## src/rtl/adc_frame_align.sv

```systemverilog
// Word-boundary alignment and 12-bit sample assembly for one ADC lane pair.
// Optional test-pattern error counter enabled by defining ADC_ALIGN_TESTPAT_EN.
module adc_frame_align #(
   parameter int unsigned SETTLE   = 4,
   parameter int unsigned MAX_SLIP = 12,
   parameter int unsigned LOSS_THR = 4
`ifdef ADC_ALIGN_TESTPAT_EN
   ,
   parameter logic [11:0] TESTPAT  = 12'hA5C
`endif
) (
   input  logic        CLK,
   input  logic        RST,
   input  logic [5:0]  FRAME,
   input  logic [5:0]  DIN,
   output logic        BS,
   output logic        LOCKED,
   output logic        ALIGN_ERR,
   output logic [11:0] SAMPLE,
   output logic        VALID,
   output logic [15:0] ERRCNT
);

   localparam int unsigned WAIT_W = (SETTLE   > 1) ? $clog2(SETTLE + 1)   : 1;
   localparam int unsigned SLIP_W = (MAX_SLIP > 1) ? $clog2(MAX_SLIP + 1) : 1;
   localparam int unsigned MISS_W = (LOSS_THR > 1) ? $clog2(LOSS_THR + 1) : 1;
   localparam logic [5:0]  W_ONES  = 6'h3F;
   localparam logic [5:0]  W_ZEROS = 6'h00;

   typedef enum logic [2:0] {
      S_WAIT,
      S_CHECK_A,
      S_CHECK_B,
      S_SLIP,
      S_LOCK
   } state_e;

   state_e              state_q, state_d;
   logic [WAIT_W-1:0]   wait_cnt_q, wait_cnt_d;
   logic [SLIP_W-1:0]   slip_cnt_q, slip_cnt_d;
   logic [MISS_W-1:0]   miss_cnt_q, miss_cnt_d;
   logic [5:0]          w0_q, w0_d;
   logic [5:0]          exp_q, exp_d;
   logic [5:0]          hi_q, hi_d;
   logic                hi_vld_q, hi_vld_d;
   logic                bs_q, bs_d;
   logic                locked_q, locked_d;
   logic                align_err_q, align_err_d;
   logic [11:0]         sample_q, sample_d;
   logic                valid_q, valid_d;

   // Next-state, slip search, lock monitor and sample assembly
   always_comb begin
      state_d     = state_q;
      wait_cnt_d  = wait_cnt_q;
      slip_cnt_d  = slip_cnt_q;
      miss_cnt_d  = miss_cnt_q;
      w0_d        = w0_q;
      exp_d       = exp_q;
      hi_d        = hi_q;
      hi_vld_d    = 1'b0;
      bs_d        = 1'b0;
      locked_d    = locked_q;
      align_err_d = align_err_q;
      sample_d    = sample_q;
      valid_d     = 1'b0;

      case (state_q)
         S_WAIT: begin
            if (wait_cnt_q == WAIT_W'(SETTLE - 1)) begin
               wait_cnt_d = '0;
               state_d    = S_CHECK_A;
            end else begin
               wait_cnt_d = wait_cnt_q + WAIT_W'(1);
            end
         end

         S_CHECK_A: begin
            if (FRAME == W_ONES || FRAME == W_ZEROS) begin
               w0_d    = FRAME;
               state_d = S_CHECK_B;
            end else begin
               bs_d    = 1'b1;
               state_d = S_SLIP;
            end
         end

         S_CHECK_B: begin
            if (FRAME == ~w0_q) begin
               // Next word expected to repeat W0 since the lane toggles each word
               state_d    = S_LOCK;
               locked_d   = 1'b1;
               slip_cnt_d = '0;
               miss_cnt_d = '0;
               exp_d      = w0_q;
            end else begin
               bs_d    = 1'b1;
               state_d = S_SLIP;
            end
         end

         S_SLIP: begin
            if (slip_cnt_q == SLIP_W'(MAX_SLIP - 1)) begin
               align_err_d = 1'b1;
               slip_cnt_d  = '0;
            end else begin
               slip_cnt_d = slip_cnt_q + SLIP_W'(1);
            end
            wait_cnt_d = '0;
            state_d    = S_WAIT;
         end

         S_LOCK: begin
            exp_d = ~exp_q;
            if (FRAME == exp_q) begin
               miss_cnt_d = '0;
               if (FRAME == W_ONES) begin
                  hi_d     = DIN;
                  hi_vld_d = 1'b1;
               end else if (hi_vld_q) begin
                  sample_d = {hi_q, DIN};
                  valid_d  = 1'b1;
               end
            end else if (miss_cnt_q == MISS_W'(LOSS_THR - 1)) begin
               // Lock lost: re-check in place, the slip position is presumed still good
               miss_cnt_d = '0;
               locked_d   = 1'b0;
               state_d    = S_CHECK_A;
            end else begin
               miss_cnt_d = miss_cnt_q + MISS_W'(1);
            end
         end

         default: begin
            wait_cnt_d = '0;
            state_d    = S_WAIT;
         end
      endcase
   end

   always_ff @(posedge CLK) begin
      if (RST) begin
         state_q     <= S_WAIT;
         wait_cnt_q  <= '0;
         slip_cnt_q  <= '0;
         miss_cnt_q  <= '0;
         w0_q        <= '0;
         exp_q       <= '0;
         hi_q        <= '0;
         hi_vld_q    <= 1'b0;
         bs_q        <= 1'b0;
         locked_q    <= 1'b0;
         align_err_q <= 1'b0;
         sample_q    <= '0;
         valid_q     <= 1'b0;
      end else begin
         state_q     <= state_d;
         wait_cnt_q  <= wait_cnt_d;
         slip_cnt_q  <= slip_cnt_d;
         miss_cnt_q  <= miss_cnt_d;
         w0_q        <= w0_d;
         exp_q       <= exp_d;
         hi_q        <= hi_d;
         hi_vld_q    <= hi_vld_d;
         bs_q        <= bs_d;
         locked_q    <= locked_d;
         align_err_q <= align_err_d;
         sample_q    <= sample_d;
         valid_q     <= valid_d;
      end
   end

   assign BS        = bs_q;
   assign LOCKED    = locked_q;
   assign ALIGN_ERR = align_err_q;
   assign SAMPLE    = sample_q;
   assign VALID     = valid_q;

`ifdef ADC_ALIGN_TESTPAT_EN
   logic [15:0] errcnt_q, errcnt_d;

   // Saturating count of delivered samples that differ from the test pattern
   always_comb begin
      errcnt_d = errcnt_q;
      if (valid_q && (sample_q != TESTPAT) && (errcnt_q != 16'hFFFF)) begin
         errcnt_d = errcnt_q + 16'd1;
      end
   end

   always_ff @(posedge CLK) begin
      if (RST) begin
         errcnt_q <= '0;
      end else begin
         errcnt_q <= errcnt_d;
      end
   end

   assign ERRCNT = errcnt_q;
`else
   assign ERRCNT = '0;
`endif

endmodule
```

## config.mk

```make
export PLATFORM = sky130hd
export DESIGN_NAME = adc_frame_align
export DESIGN_NICKNAME = d
export VERILOG_FILES = /design/src/rtl/adc_frame_align.sv
export SDC_FILE = /design/constraint.sdc
export NUM_CORES = 1
export LEC_CHECK = 0
export CORE_ASPECT_RATIO = 0.6
export CORE_UTILIZATION = 45
export CTS_CLUSTER_SIZE = 20
export DETAILED_ROUTE_END_ITERATION = 16
export GPL_ROUTABILITY_DRIVEN = 0
export PLACE_DENSITY_LB_ADDON = 0.25
export REMOVE_ABC_BUFFERS = 1
export SLEW_MARGIN = 15
export SYNTH_ARGS = -nofsm -noshare
export SYNTH_HDL_FRONTEND = slang
export SYNTH_SLANG_ARGS = --single-unit
```

## constraint.sdc

```tcl
create_clock -name CLK -period 1.8 [get_ports CLK]
set_input_delay 0.36 -clock CLK [delete_from_list [all_inputs] [get_ports CLK]]
set_output_delay 0.36 -clock CLK [all_outputs]
set_load 0.005 [all_outputs]
```

Word-level counts from Yosys, hierarchy flattened. Index checks and enable logic that the tools add are counted.

Add/subtract/negate cells: 3. Equal/unequal tests: 14. Mux-type cells: 26. Bitwise operators: 5. Reduce and logical (&&, ||, !) cells: 16.

Operators by type and width (number): 3-bit 2-to-1 mux (8); 3-bit by 2-bit equality test with 1-bit output, second input constant (4); 6-bit equality test (2); 6-bit inverter (2); 3-bit one-hot mux with 2 select lines (2); 3-bit one-hot mux with 4 select lines (1); 6-bit one-hot mux with 2 select lines (1); 1-bit 2-to-1 mux (8); 4-bit 2-to-1 mux (2); 2-bit inequality test, second input constant (4); 4-bit one-hot mux with 2 select lines (1); 2-bit AND reduction (4); 4-bit AND reduction (2); 3-bit by 1-bit adder with 3-bit output, second input constant (2); 6-bit equality test, second input constant (1); 6-bit logical NOT (1); 6-bit 2-to-1 mux (1); 3-bit AND reduction (2); 3-bit OR reduction (2); 4-bit by 1-bit adder with 4-bit output, second input constant (1); 4-bit equality test, second input constant (1); 1-bit one-hot mux with 2 select lines (2); 2-bit nonzero test (2); 4-bit OR reduction (1); 5 further kinds (7).

Bits in registers: 48. Input port bits: 14. Output and inout bits: 32. Word-level logic and storage cells: 77.

Logic depth before layout (Yosys ltp). Gate-level depths: netlist (run 1).

Depth in word-level cells: 4. Mapped depth: 7. Depth with buffers taken out: 6.

Least setup slack after synthesis (run 1). OpenSTA, ideal clock, no wires.

Path type: register to register. From: register state_q[1]. To: register hi_q[0]. Setup time: 128 ps. Arrival: 1696 ps. Data required time: 1672 ps. Slack: -24 ps. Stages on the path, launching flop included: 8. Path buffers: 2. Period minus slack after synthesis: 1824 ps. Cell sequence: dfxtp_1 -> buf_6 -> or3b_1 -> or3_1 -> or3_1 -> buf_6 -> mux2i_1 -> nor2_1.

Longest elaborated chain between the ends: 2.

RTL lines: start, declared (line 38) `state_e state_q, state_d;`; start signal, assigned (line 157) `state_q <= state_d;`; 3-bit equality test (line 68) `case (state_q)`; 3-bit AND reduction (no source line); end signal, assigned (line 163) `hi_q <= hi_d;`; end, declared (line 44) `logic [5:0] hi_q, hi_d;`.

No other way between the ends. A chain may end at the register's enable or synchronous reset.

Worst setup path in the final report (run 1).
From: register state_q[2]. To: register hi_q[4].

Same word-level chain as after synthesis.

==> results of run 1 <==
[layer usage]
| metal | vias up | wire length (µm) | GRT usage (%) |
|---|---|---|---|
| met2 | 50 | 1855 | 26.26 |
| met5 | - | 0 | 0 |
| met4 | 0 | 41 | 6.374 |
| met3 | 5 | 283 | 5.149 |
| li1 | 944 | - | - |
| met1 | 845 | 2541 | 30.08 |
[path summary, 6_finish.rpt]
check / start / end / slack, ns
worst max-delay path: state_q[2] / hi_q[4] / 0.04
worst min register to register: wait_cnt_q[2] / wait_cnt_q[2] / 0.45
worst min-delay path: wait_cnt_q[2] / wait_cnt_q[2] / 0.45
worst max register to register: state_q[2] / hi_q[4] / 0.04
[registers in the layout (all words and copies together) (netlist names)]
name / count
miss_cnt_q: 3
state_q: 3
exp_q: 6
LOCKED: 1
BS: 1
ALIGN_ERR: 1
w0_q: 6
slip_cnt_q: 4
hi_vld_q: 1
VALID: 1
SAMPLE: 12
wait_cnt_q: 3
hi_q: 6
[cell families after synthesis]
family / Yosys count / synth area share, %
AND/OR/NAND/NOR: 88 / 19.64
flip-flops: 48 / 43.10
AO/OA/AOI/OAI: 46 / 13.19
buffers and inverters: 31 / 8.922
multiplexers: 19 / 8.586
XOR/XNOR: 12 / 4.714
adder cells (fa/ha/maj): 3 / 1.684
other: 1 / 0.1682
[worst reg2reg max path, cell delays in order (launching register included)]
cell     delay, ns
dfxtp_2       0.34
or3b_1        0.36
or3_1         0.32
or3_4         0.41
mux2i_1       0.18
nor2_1        0.05
[per-stage QoR]
step / hold slack [ns] / power (µW) / instances / setup WS, ns / cell area (µm²)
floorplan: 0.4207 / 1465 / 232 / -1.332 / 2087
global placement: 0.4395 / 1660 / 359 / -0.4360 / 2749
detailed placement: 0.4456 / 1673 / 359 / -0.4811 / 2749
CTS: 0.4588 / 2464 / 367 / 0.007317 / 2894
global route: 0.4757 / 2617 / 367 / -0.04287 / 2919
finish: 0.4550 / 2463 / 367 / 0.03736 / 2919
[power by group]
part | switching [µW] | internal [µW]
Clock | 373 | 419
Sequential | 32.9 | 1110
Combinational | 273 | 252
Total | 679 | 1780
[cells in the final DEF, fill, tap and decap left out, types with 10 or more instances in the layout]
master	n
a211oi_1	15
a21oi_1	15
xnor2_1	12
clkdlybuf4s50_1	23
mux2i_1	18
nor2_1	32
buf_4	32
nand2_1	10
conb_1	16
dfxtp_1	47
nand2b_1	11
[cell type report]
type                    count  area share, %
multi-input cells         184          40.59
flip-flops and latches     48          32.96
clock buffers               5          2.357
clock inverters             3          1.586
well taps                  63          2.700
repair buffers             64          19.80
[timing repair]
action                     CTS  global route
setup endpoints to repair   28            25
pin swaps                    2             2
gates resized for setup     14             6
==> metrics.md, run 1 <==
| Metric | Value |
|---|---|
| Top post-synthesis cells by area | dfxtp_1 (43%), mux2i_1 (8.1%), buf_4 (5.7%), nor2_1 (5.6%), a211oi_1 (5.1%) |
| Status | finished, final reports clean |
| CP max FO | 7 |
| RSZ-0062 raised after global routing | yes |
| Peak per-stage delay on the critical path | a little over 0.4 ns |
| Final worst-path cycle share | a little over nine tenths |
| Final setup violation count | 0 |
| Die area | 5250 µm² |
| Clock Tree Root | clkbuf_8 |
| GRT Total Usage | 19.66% |
| # fillers | slightly below 400 |
| Fin. max-slew vios | 0 |
| Die X | 92.88 µm |
| Post-Route WL | 4721 µm |
| Yosys top cell by area | dfxtp_1 |
| Placement Rows | 19 |
| Power Density | ~840 nW/µm² |
| Vias in the first global route | about 1700 |
| Final Skew | approximately 0.012 ns |
| Diode count | 0 |
| Top-count cell post-synth | dfxtp_1 |
| Post-synth ARST share | 0% |
| Worst-case reg-to-reg path depth | 5 |
| Multi-input logic area | around 1200 µm² |
| Setup_tns | 0 ns |
| Cts bufs inserted | 5 |
| Post-Syn Instances | between 200 and 250 |
| CP max-delay cell | or3_4 |
| Worst-skew pair later-pin latency | roughly 0.3 ns |
| First-pass GRT wire length | approximately 7900 µm |
| Delay-heaviest family, CP | simple AND/OR/NAND/NOR gates |
| Yosys reg bits | 48 |
| GRT overflow | 0 |
| Sequential cell area | around 960 µm² |
| Post-CTS Setup Bufs | 0 |
| Critical Path End Type | flop |
| CP Data Required Time | approximately 2.0 ns |
| Crit path arrival time | about 2.0 ns |
| Deepest clock path buffer count | 2 |
| Area delta synth->final | 30.92% |
| CORE AREA | between 4000 and 5000 µm² |
| Avg Cell Area, Syn | ~9 µm² |
| Final min period | about 1.8 ns |
| Maximum VDD drop | just over 600 µV |
| # nets final | 320 |
| Via count | ~1800 |
| Post-synth top cells | dfxtp_1 (48), nor2_1 (33), mux2i_1 (18) |
| Wire length per cell | ~13 µm |
| Starting density of the core | a little under half |
| Critical-path cell list | or3b_1, or3_1, or3_4, mux2i_1, nor2_1 |
| Final core occ | a little over three fifths |
| Crit path buf inv count | 0 |
| Netlist cell types | 36 |
| Post-DP HPWL | 3560 µm |
| Initial antenna violation count | 0 |
| DRC viols | 0 |
| Drt first pass iters | 4 |
| Max Cap Viol | 0 |
| Yosys top cell area share | between 40% and 50% |
| Die height | approximately 57 µm |
| Sequential share of the synthesized area | around 43% |
| Clock slew at reported path FFs | 0.08 ns |
| # port buffers | 29 |
| Post-DRT Antenna Nets | 0 |
| Number of DRC markers in iteration 0 | between 80 and 90 |
| Hold Path Depth | 2 |
| Syn Std Cell Area | between 2000 and 2500 µm² |
| Largest net degree at the start of global routing | 30 |
| Number of H-tree levels | 2 |
| Worst min-delay path class | reg -> reg |
| Final hold vios | 0 |
| Layout cells sized above 1 | roughly a fifth |
| Prevailing post-synth register cell | dfxtp_1 |
| Number of flops mapped to enable cells by yosys | 0 |
| LEAKAGE | 0.001141 µW |
| Clk sinks | 48 |
| CP Class | reg -> reg |
| Crit start category | flop |
| Via/cell ratio | around 5.0 |
| # IOs | 46 |
| Highest Clock Rate | about 0.57 GHz |
| Hold Buf Count CTS | 0 |
| TritonCTS clock tree | yes |
| Synth warnings | 0 |
| Levels on crit path | 5 |
Power figures use the tool's default switching activity.
==> inputs of run 2 (changes only) <==
CORE_UTILIZATION = 54   (was 45)
CTS_CLUSTER_SIZE = 12   (was 20)
clock period = 2.1 ns   (was 1.8 ns; I/O delays follow)
==> metrics.md, run 2 (synthesized netlist as in run 1, its figures left out) <==
| Metric | Value |
|---|---|
| Maximum VDD drop | about 390 µV |
| Placement Rows | 17 |
| Commonest non-fill, non-tap cell in the layout | dfxtp_1 |
| Part of the power in registers | about half |
| Clk sinks | between 40 and 50 |
| Cts bufs inserted | 5 |
| Deepest clock path buffer count | 2 |
| Max reg flops | 12 |
| Largest net degree at the start of global routing | 19 |
| Diode count | 0 |
| # fillers | just under 300 |
| Final worst-path cycle share | a little over nine tenths |
| Delay-heaviest family, CP | buffers and inverters |
| GRT overflow | 0 |
| Fin area | 2798 µm² |
| Starting density of the core | approximately three fifths |
| Final setup violation count | 0 |
| Most used cell, CP | buf_4 |
| Hold Buf Count CTS | 0 |
| Die area | 4399 µm² |
| First-pass GRT wire length | 8473 µm |
| GRT Total Usage | between 20% and 30% |
| Post-DRT Antenna Nets | 0 |
| Post-Route WL | between 5000 and 6000 µm |
| Die X | about 85 µm |
| Critical-path cell list | clkdlybuf4s50_1, xnor2_1, nor4_2, buf_4, buf_4, nand3_1, buf_4, o21ai_0, a211oi_1 |
| CP max-delay cell | clkdlybuf4s50_1 |
| # IOs | between 40 and 50 |
| Initial antenna violation count | 0 |
| Crit path arrival time | about 2.2 ns |
| Failing checks | design-rule violations |
| Number of DRC markers in iteration 0 | 167 |
| Fin. max-slew vios | 0 |
| Setup_tns | 0 ns |
| Placed Area | around 2700 µm² |
| Drt first pass iters | 12 |
| Int Pwr | 1430 µW |
| TritonCTS clock tree | yes |
| Peak per-stage delay on the critical path | roughly 0.47 ns |
| RR Startpoint | state_q[1] |
| Wire length per cell | 14.64 µm |
| Hold path start | wait_cnt_q[2] |
| Clock slew at reported path FFs | around 0.09 ns |
| Area delta synth->final | 25.48% |
| LEAKAGE | 0.001111 µW |
| Number of H-tree levels | 2 |
| Crit path buf inv count | 4 |
| CORE AREA | roughly 3800 µm² |
| FF-to-FF setup slack | ~0.25 ns |
| Final hold vios | 0 |
| CP Class | in -> reg |
| Critical Path End Type | flop |
| CP Data Required Time | ~2.3 ns |
| Post-DP HPWL | around 3800 µm |
| CP max FO | 4 |
| Max Cap Viol | 0 |
| Hold Path Depth | 2 |
| Fin cells | about 350 |
| Final min period | slightly above 2 ns |
| Layout cells sized above 1 | approximately 15% |
| Clock Tree Root | clkbuf_8 |
| Most frequent cells in the layout | dfxtp_1 (48), nor2_1 (32), buf_4 (29) |
| Worst-skew pair later-pin latency | roughly 0.3 ns |
| Via/cell ratio | 5.598 |
| CP Launch Point | FRAME[1] |
| # port buffers | 29 |
| Final Skew | roughly 0.0059 ns |
| Inst Count DP | 338 |
| Levels on crit path | 9 |
| Worst R2R End | hi_q[1] |
| Power Density | between 700 and 800 nW/µm² |
| Via count | about 1900 |
| Die height | 51.78 µm |
| RSZ-0062 raised after global routing | no |
| Status | finished with violations |
| Worst hold path endpoint | wait_cnt_q[2] |
| Crit start category | input port |
| Clock group share of total power | around 29% |
| Vias in the first global route | ~1800 |
| Switching Fraction | around 28% |
| Post-CTS Setup Bufs | 0 |
| Highest Clock Rate | 0.4954 GHz |
| Combinational power share | a little over a fifth |
| Worst min-delay path class | reg -> reg |
| DRC viols | 5 |
| Worst-case reg-to-reg path depth | 6 |
| # nets final | approximately 320 |
| Psw | ~560 µW |
## run 2: cell count changes in the layout (fill, tap and decap cells not counted), sizes merged
cell,delta
dlygate4sd2,-5
bufinv,-1
inv,-1
clkbuf,+2
clkdlybuf4s50,+2
dlymetal6s2s,+3
buf,-5
## run 2: worst max path at each step
stage	end	slack, ns
floorplan	SAMPLE[0]	-1.03
global placement	miss_cnt_q[0]	-0.31
detailed placement	miss_cnt_q[0]	-0.30
CTS	exp_q[2]	0.06
global route	exp_q[1]	0.002
finish	exp_q[1]	0.08
## run 2: what timing repair did
action / 4_1_cts / 5_1_grt
resized for setup: 1 / 7
pin swaps: 0 / 1
endpoints found under the setup margin: 2 / 16
## run 2: tightest hold or removal path, cell delays in order, from the launching register on
cell     delay, ns
dfxtp_1       0.32
nand3_1       0.07
a21oi_1       0.04
## run 2: area by class of cell
cell class,instances,area (µm²),area share (%)
clock buffer,7,86.33,3.086
clock inverter,1,7.507,0.2683
multi-input combinational,184,1146,40.97
sequential,48,960.9,34.35
tap,47,58.81,2.102
timing repair buffer,59,538.0,19.23
## run 2: power by group through the flow
| stage | clock (µW) | combinational (µW) | sequential (µW) |
|---|---|---|---|
| detailed placement | 0 | 422 | 1000 |
| CTS | 573 | 432 | 983 |
| global route | 615 | 482 | 989 |
| finish | 570 | 438 | 984 |
| global placement | 0 | 412 | 1000 |
| floorplan | 0 | 235 | 1020 |
## run 2: per-layer routing
layer	vias up	routed length [µm]	share of wire (%)	global-route usage, %
met5	-	0	0	0
met4	0	23	0.45	4.802
met3	5	345	6.8	4.921
met2	81	2195	43	39.25
met1	913	2500	49	36.10
li1	938	-	-	-
## run 2: through the flow
step / total power [µW] / utilization, % / hold WS, ns / setup slack, ns
after floorplan: 1256 / - / 0.4207 / -1.032
after global placement: 1414 / 70.36 / 0.4417 / -0.3062
after detailed placement: 1426 / 70.36 / 0.4446 / -0.2976
after CTS: 1988 / 72.99 / 0.4587 / 0.06007
after global routing: 2087 / 73.48 / 0.4835 / 0.002053
final: 1992 / 73.48 / 0.4586 / 0.08146
==> inputs of run 3 (changes only) <==
ABC_CLOCK_PERIOD_IN_PS = 2100   (was default)
CORE_MARGIN = 3   (was default)
==> metrics.md, run 3 (synthesized netlist as in run 1, its figures left out) <==
| Metric | Value |
|---|---|
| Status | finished, final reports clean |
| GRT overflow | 0 |
| Post-DRT Antenna Nets | 0 |
| CP max FO | 7 |
| # port buffers | 29 |
| Worst-skew pair later-pin latency | ~0.30 ns |
| CORE AREA | between 3000 and 4000 µm² |
| Clk sinks | 48 |
| Inst Count DP | 330 |
| Deepest clock path buffer count | 2 |
| Area delta synth->final | 23.34% |
| Die area | approximately 5000 µm² |
| DRC viols | 0 |
| Final worst-path cycle share | around 100% |
| Power Density | around 760 nW/µm² |
| Worst min-delay path class | reg -> reg |
| Starting density of the core | about three fifths |
| Max Cap Viol | 0 |
| Layout cells sized above 1 | roughly an eighth |
| Initial antenna violation count | 0 |
| Int Pwr | between 1500 and 2000 µW |
| Hold slack | ~0.46 ns |
| TritonCTS clock tree | yes |
| Psw | roughly 580 µW |
| Crit start category | input port |
| Cts bufs inserted | 5 |
| Part of the power in registers | between 40% and 50% |
| Clock Tree Root | clkbuf_8 |
| Final setup violation count | 0 |
| Placed Area | 2619 µm² |
| GRT Total Usage | between 20% and 30% |
| Number of H-tree levels | 2 |
| # fillers | ~290 |
| Final worst slack | roughly 0.057 ns |
| Switching Fraction | between 20% and 30% |
| Largest net degree at the start of global routing | 24 |
| Max reg flops | 12 |
| Design Power | 2086 µW |
| CP Data Required Time | about 2.3 ns |
| Maximum VDD drop | around 350 µV |
| Clock slew at reported path FFs | ~0.080 ns |
| Most frequent cells in the layout | dfxtp_1 (48), nor2_1 (33), clkdlybuf4s50_1 (29) |
| Vias in the first global route | around 1800 |
| Highest Clock Rate | 0.4894 GHz |
| Die height | around 56 µm |
| Clock group share of total power | a little under a third |
| Wire length per cell | between 10 and 15 µm |
| Fin. max-slew vios | 0 |
| Final min period | between 2 and 2.5 ns |
| Final hold vios | 0 |
| # nets final | ~310 |
| Via count | ~1900 |
| Setup slack at placement | -0.2700 ns |
| Commonest non-fill, non-tap cell in the layout | dfxtp_1 |
| Drt first pass iters | 4 |
| Combinational power share | approximately a fifth |
| Number of DRC markers in iteration 0 | between 100 and 150 |
| LEAKAGE | 0.001050 µW |
| Post-Route WL | 5056 µm |
| Crit path arrival time | between 2 and 2.5 ns |
| Critical Path End Type | flop |
| Post-DP HPWL | 3669 µm |
| Fin area | between 2000 and 3000 µm² |
| Via/cell ratio | about 5.5 |
| First-pass GRT wire length | between 8000 and 9000 µm |
| Final Skew | roughly 0.0097 ns |
| CP Class | in -> reg |
| Fin cells | 338 |
| # IOs | 46 |
| Diode count | 0 |
| Die X | approximately 90 µm |
| Placement Rows | 17 |
==> run 3: path summary, 6_finish.rpt <==
path,start,endpoint,slack [ns],depth (start not counted)
hold / removal,miss_cnt_q[2],miss_cnt_q[2],0.46,2
setup reg to reg,state_q[1],hi_q[3],0.23,5
hold reg to reg,miss_cnt_q[2],miss_cnt_q[2],0.46,2
setup / recovery,FRAME[0],hi_q[3],0.06,6
==> run 3: cell type report <==
| cell class | instances | area, µm² | share of cell area, % |
|---|---|---|---|
| repair buffers | 51 | 467.9 | 17.02 |
| multi-input cells | 184 | 1155 | 41.99 |
| clock inverters | 2 | 35.03 | 1.274 |
| well taps | 47 | 58.81 | 2.138 |
| clock buffers | 6 | 72.57 | 2.639 |
| flip-flops and latches | 48 | 960.9 | 34.94 |
==> run 3: power by group through the flow <==
stage	clock [µW]	sequential (µW)	combinational (µW)
finish	662	985	439
detailed placement	0	1000	413
CTS	676	983	430
global placement	0	999	402
global route	709	991	487
floorplan	0	1020	235
==> run 3: routing by layer <==
layer / track usage, % / vias up / part of all wire, %
met4: 8.493 / 0 / 1.7
met1: 32.58 / 855 / 50
li1: - / 926 / -
met5: 0 / - / 0
met2: 28.54 / 70 / 42
met3: 5.621 / 11 / 7.0
==> run 3: per-stage QoR <==
step / util, % / setup TNS, ns
finish: 72.23 / 0
detailed placement: 68.78 / -5.314
CTS: 71.61 / 0
global route: 72.23 / -0.01392
floorplan: - / -12.39
global placement: 68.78 / -5.080
==> run 3: critical path, stage by stage <==
cell and delay (ns):
clkdlybuf4s50_1 0.60, nand4_1 0.17, or3_1 0.38, or3_4 0.42, mux2i_1 0.17, nor2_1 0.05
==> run 3: repair_timing <==
action	in CTS	in global routing
endpoints found under the setup margin	0	10
resized for setup	0	4
hold endpoints to repair	0	0
setup buffers	0	0
hold buffers	0	0
==> edit 1, RTL diff (flow settings as in run 3) <==
Compare `slip_cnt_q` against `SLIP_W'(MAX_SLIP - 1)` with >= in place of ==.
--- a/src/rtl/adc_frame_align.sv
+++ b/src/rtl/adc_frame_align.sv
@@ -101,5 +101,5 @@
 
          S_SLIP: begin
-            if (slip_cnt_q == SLIP_W'(MAX_SLIP - 1)) begin
+            if (slip_cnt_q >= SLIP_W'(MAX_SLIP - 1)) begin
                align_err_d = 1'b1;
                slip_cnt_d  = '0;
Check against the original RTL: no difference found for any inputs over 10 cycles, from zero or initial values and one cycle with RST high; that may be too few to reach the edited logic, so the function may still have changed.
==> edit 1 against run 3 <==
Area after synthesis rose by 4.0%. Design area increased by 3.4%. Worst setup slack improved by 68 ps. Sequential cell count is the same. Critical path depth did not move. Maximum frequency is 3.4% higher. Die area increased by 3.6%. Routed wire length shrank 1.9%. Via count rose by 4.4%. Power decreased by 4.6%. Largest cell class unchanged.
==> edit 1: results (changes against run 3) <==
metric	value	unit	change
leakage	0.001061	uW	+1.0%
Hold WS	466.7	ps	+3.601 ps
first-pass GRT wire length	8238	um	-1.5%
Synth area leaders	dfxtp_1 41%, mux2i_1 7.8%, nor2_1 6.3%		
vias in the first global route	1742		-0.68%
outcome	completed		
GRT Total Usage	0.1991		-0.01627
clk_skew	3.727	ps	-5.971 ps
Routed WL	4959	um	-1.9%
min-delay worst type	register to register		
largest net degree at the start of global routing	49		+100%
layout cells sized above 1	0.1209		-0.006233
yosys warns	0		unchanged
crit path launch	FRAME[2]		
r2r endpoint	hi_q[5]		
# fillers	291		+1.0%
Yosys cell types	39		+8.3%
DRT iter0 DRCs	121		+14%
data arrival time of the worst path	2170	ps	-60 ps
P_sw	564.8	uW	-1.8%
r2r startpoint	state_q[2]		
fin nets	322		+4.9%
DPL Wire Length	3692	um	+0.61%
Seq/Total Area, Yosys	0.4145		-0.01651
Commonest cells post-synth	48 x dfxtp_1, 39 x nor2_1, 18 x mux2i_1		
reg2reg path depth	4		-1
[edit 1: cells by family (layout without fill, tap and decap cells)]
| group | count (synthesis) | after routing | synth area share |
|---|---|---|---|
| adders and majority gates | 3 | 3 | 0.01619 |
| muxes | 18 | 18 | 0.07771 |
| xor gates and xnor gates | 14 | 14 | 0.05289 |
| other | 1 | 16 | 0.001617 |
| buffers and inverters | 37 | 68 | 0.09660 |
| and+or+nand+nor | 92 | 92 | 0.2143 |
| DFF | 48 | 48 | 0.4145 |
| AOI/OAI and AO/OA | 47 | 47 | 0.1263 |
[edit 1: worst max path at each step]
| stage | end | slack, ps | cells after the start |
|---|---|---|---|
| 2_1_floorplan | slip_cnt_q[1] | -220 | 5 |
| 3_3_place_gp | SAMPLE[8] | -140 | 8 |
| 3_5_place_dp | hi_q[0] | -170 | 6 |
| 4_1_cts | hi_q[0] | 140 | 6 |
| 5_1_grt | SAMPLE[9] | 20 | 8 |
| 6_report | hi_q[5] | 120 | 6 |
[edit 1: power groups by stage]
stage	Combinational, uW	Clock (uW)	Sequential (uW)
after floorplan	215	0	1030
after global placement	427	0	1000
after detailed placement	436	0	1000
after CTS	439	582	981
after global routing	483	611	987
final	443	566	982
[edit 1: layout make-up]
type                    instances  area [sq um]  area share
clock buffers                   6         82.58     0.02904
clock inverters                 2         10.01    0.003520
inverters                       5         18.77    0.006599
multi-input cells             190          1190      0.4184
flip-flops and latches         48         960.9      0.3379
well taps                      57         71.32     0.02508
repair buffers                 55         510.5      0.1795
[edit 1: metrics by stage]
stage | setup slack, ps | setup TNS (ps) | instance area [sq um] | total power [uW] | std cells
after floorplan | -220.8 | -4403 | 2170 | 1247 | 243
after global routing | 18.73 | 0 | 2844 | 2081 | 363
final | 124.6 | 0 | 2844 | 1991 | 363
after CTS | 142.0 | 0 | 2844 | 2003 | 363
after global placement | -137.2 | -3324 | 2751 | 1428 | 355
after detailed placement | -171.4 | -4180 | 2751 | 1439 | 355
[edit 1: per-layer routing]
layer  track usage  vias to the layer above  share of wire
met3       0.04150                        7          0.051
li1              -                      970              -
met2        0.2940                       44           0.42
met1        0.2849                      923           0.52
met5             0                        -              0
met4       0.07190                        0          0.014
[edit 1: critical path: stages]
cell	delay, ps
clkdlybuf4s50_1	570
nand4_1	170
nor2_1	180
or4b_4	580
mux2i_1	200
nor2_1	50
==> edit 2, RTL diff (settings of run 3) <==
Made on the original files. Change the parameter `SETTLE` from 4 to 2.
--- a/src/rtl/adc_frame_align.sv
+++ b/src/rtl/adc_frame_align.sv
@@ -2,5 +2,5 @@
 // Optional test-pattern error counter enabled by defining ADC_ALIGN_TESTPAT_EN.
 module adc_frame_align #(
-   parameter int unsigned SETTLE   = 4,
+   parameter int unsigned SETTLE   = 2,
    parameter int unsigned MAX_SLIP = 12,
    parameter int unsigned LOSS_THR = 4
Behaviour: not the same (Yosys sat finds a counterexample within 4 cycles, from zero or initial values and one cycle with RST high).
==> edit 2 against run 3 <==
Maximum frequency increased by 0.58%. Worst setup slack gained 12 ps. Sequential cell count shrank 1. Routed wire length rose by 3.3%. Area after synthesis is 0.84% lower. Power is 5.1% lower. Design area increased by 0.32%. Via count grew 1.0%. Largest cell class unchanged. Highest routed layer unchanged.
==> edit 2: results (changes against run 3) <==
metric	value	unit	change
Finished Layout Cells	334		-1.2%
DRT iter0 DRCs	144		+36%
Crit Path Max Fanout	6		-1
post-place setup slack	-266.4	ps	+3.595 ps
layout cells sized above 1	0.1289		+0.001772
P_sw	520.3	uW	-9.6%
outcome	completed		
WL per Instance	15.64	um	+4.5%
r2r startpoint	w0_q[3]		
leakage	0.001093	uW	+4.1%
Critical Path Max Stage Delay	580	ps	-20 ps
Post-Synth XOR/XNOR Area	0.04754		+0.0004002
DPL Wire Length	3615	um	-1.5%
Synth Area in Compound Gates	0.1573		+0.02545
Sequential Power Share	0.486		+0.014
fin nets	302		-1.6%
Commonest cells post-synth	47 x dfxtp_1, 34 x nor2_1, 18 x mux2i_1		
crit path launch	FRAME[5]		
largest net degree at the start of global routing	27		+13%
first-pass GRT wire length	8335	um	-0.32%
Synth Area in Adders	0.01132		-0.005516
vias in the first global route	1741		-0.74%
Yosys cell types	41		+14%
placed cell areas	0.002603	sq mm	-0.62%
clk_skew	5.491	ps	-4.206 ps
Seq/Total Area, Yosys	0.4256		-0.005396
GRT Total Usage	0.2124		-0.002998
-- edit 2: changes by cell type after synthesis, sizes merged, moves of 3 or more --
cell     delta
a2bb2oi     -3
nand2b      -6
o21ai       +4
o31ai       +6
or3         -3
xnor2       -6
xor2        +6
-- edit 2: area by class of cell --
class,count,area [sq um]
sequential,47,940.9
clock buffer,6,82.58
fill,291,1049
clock inverter,2,35.03
inverter,1,3.754
tap,47,58.81
multi-input combinational,180,1135
timing repair buffer,51,503.0
-- edit 2: worst paths after layout --
| path | end | cells after the start | slack, ps |
|---|---|---|---|
| min reg2reg | miss_cnt_q[2] | 2 | 440 |
| min | miss_cnt_q[2] | 2 | 440 |
| max reg2reg | miss_cnt_q[0] | 6 | 330 |
| max | miss_cnt_q[0] | 7 | 70 |
-- edit 2: worst reg2reg max path: stages, from the launching register on --
cell	delay, ps
dfxtp_1	420
xnor2_1	120
nor4_2	320
buf_4	190
and4_4	280
nor3_1	80
mux2_2	260
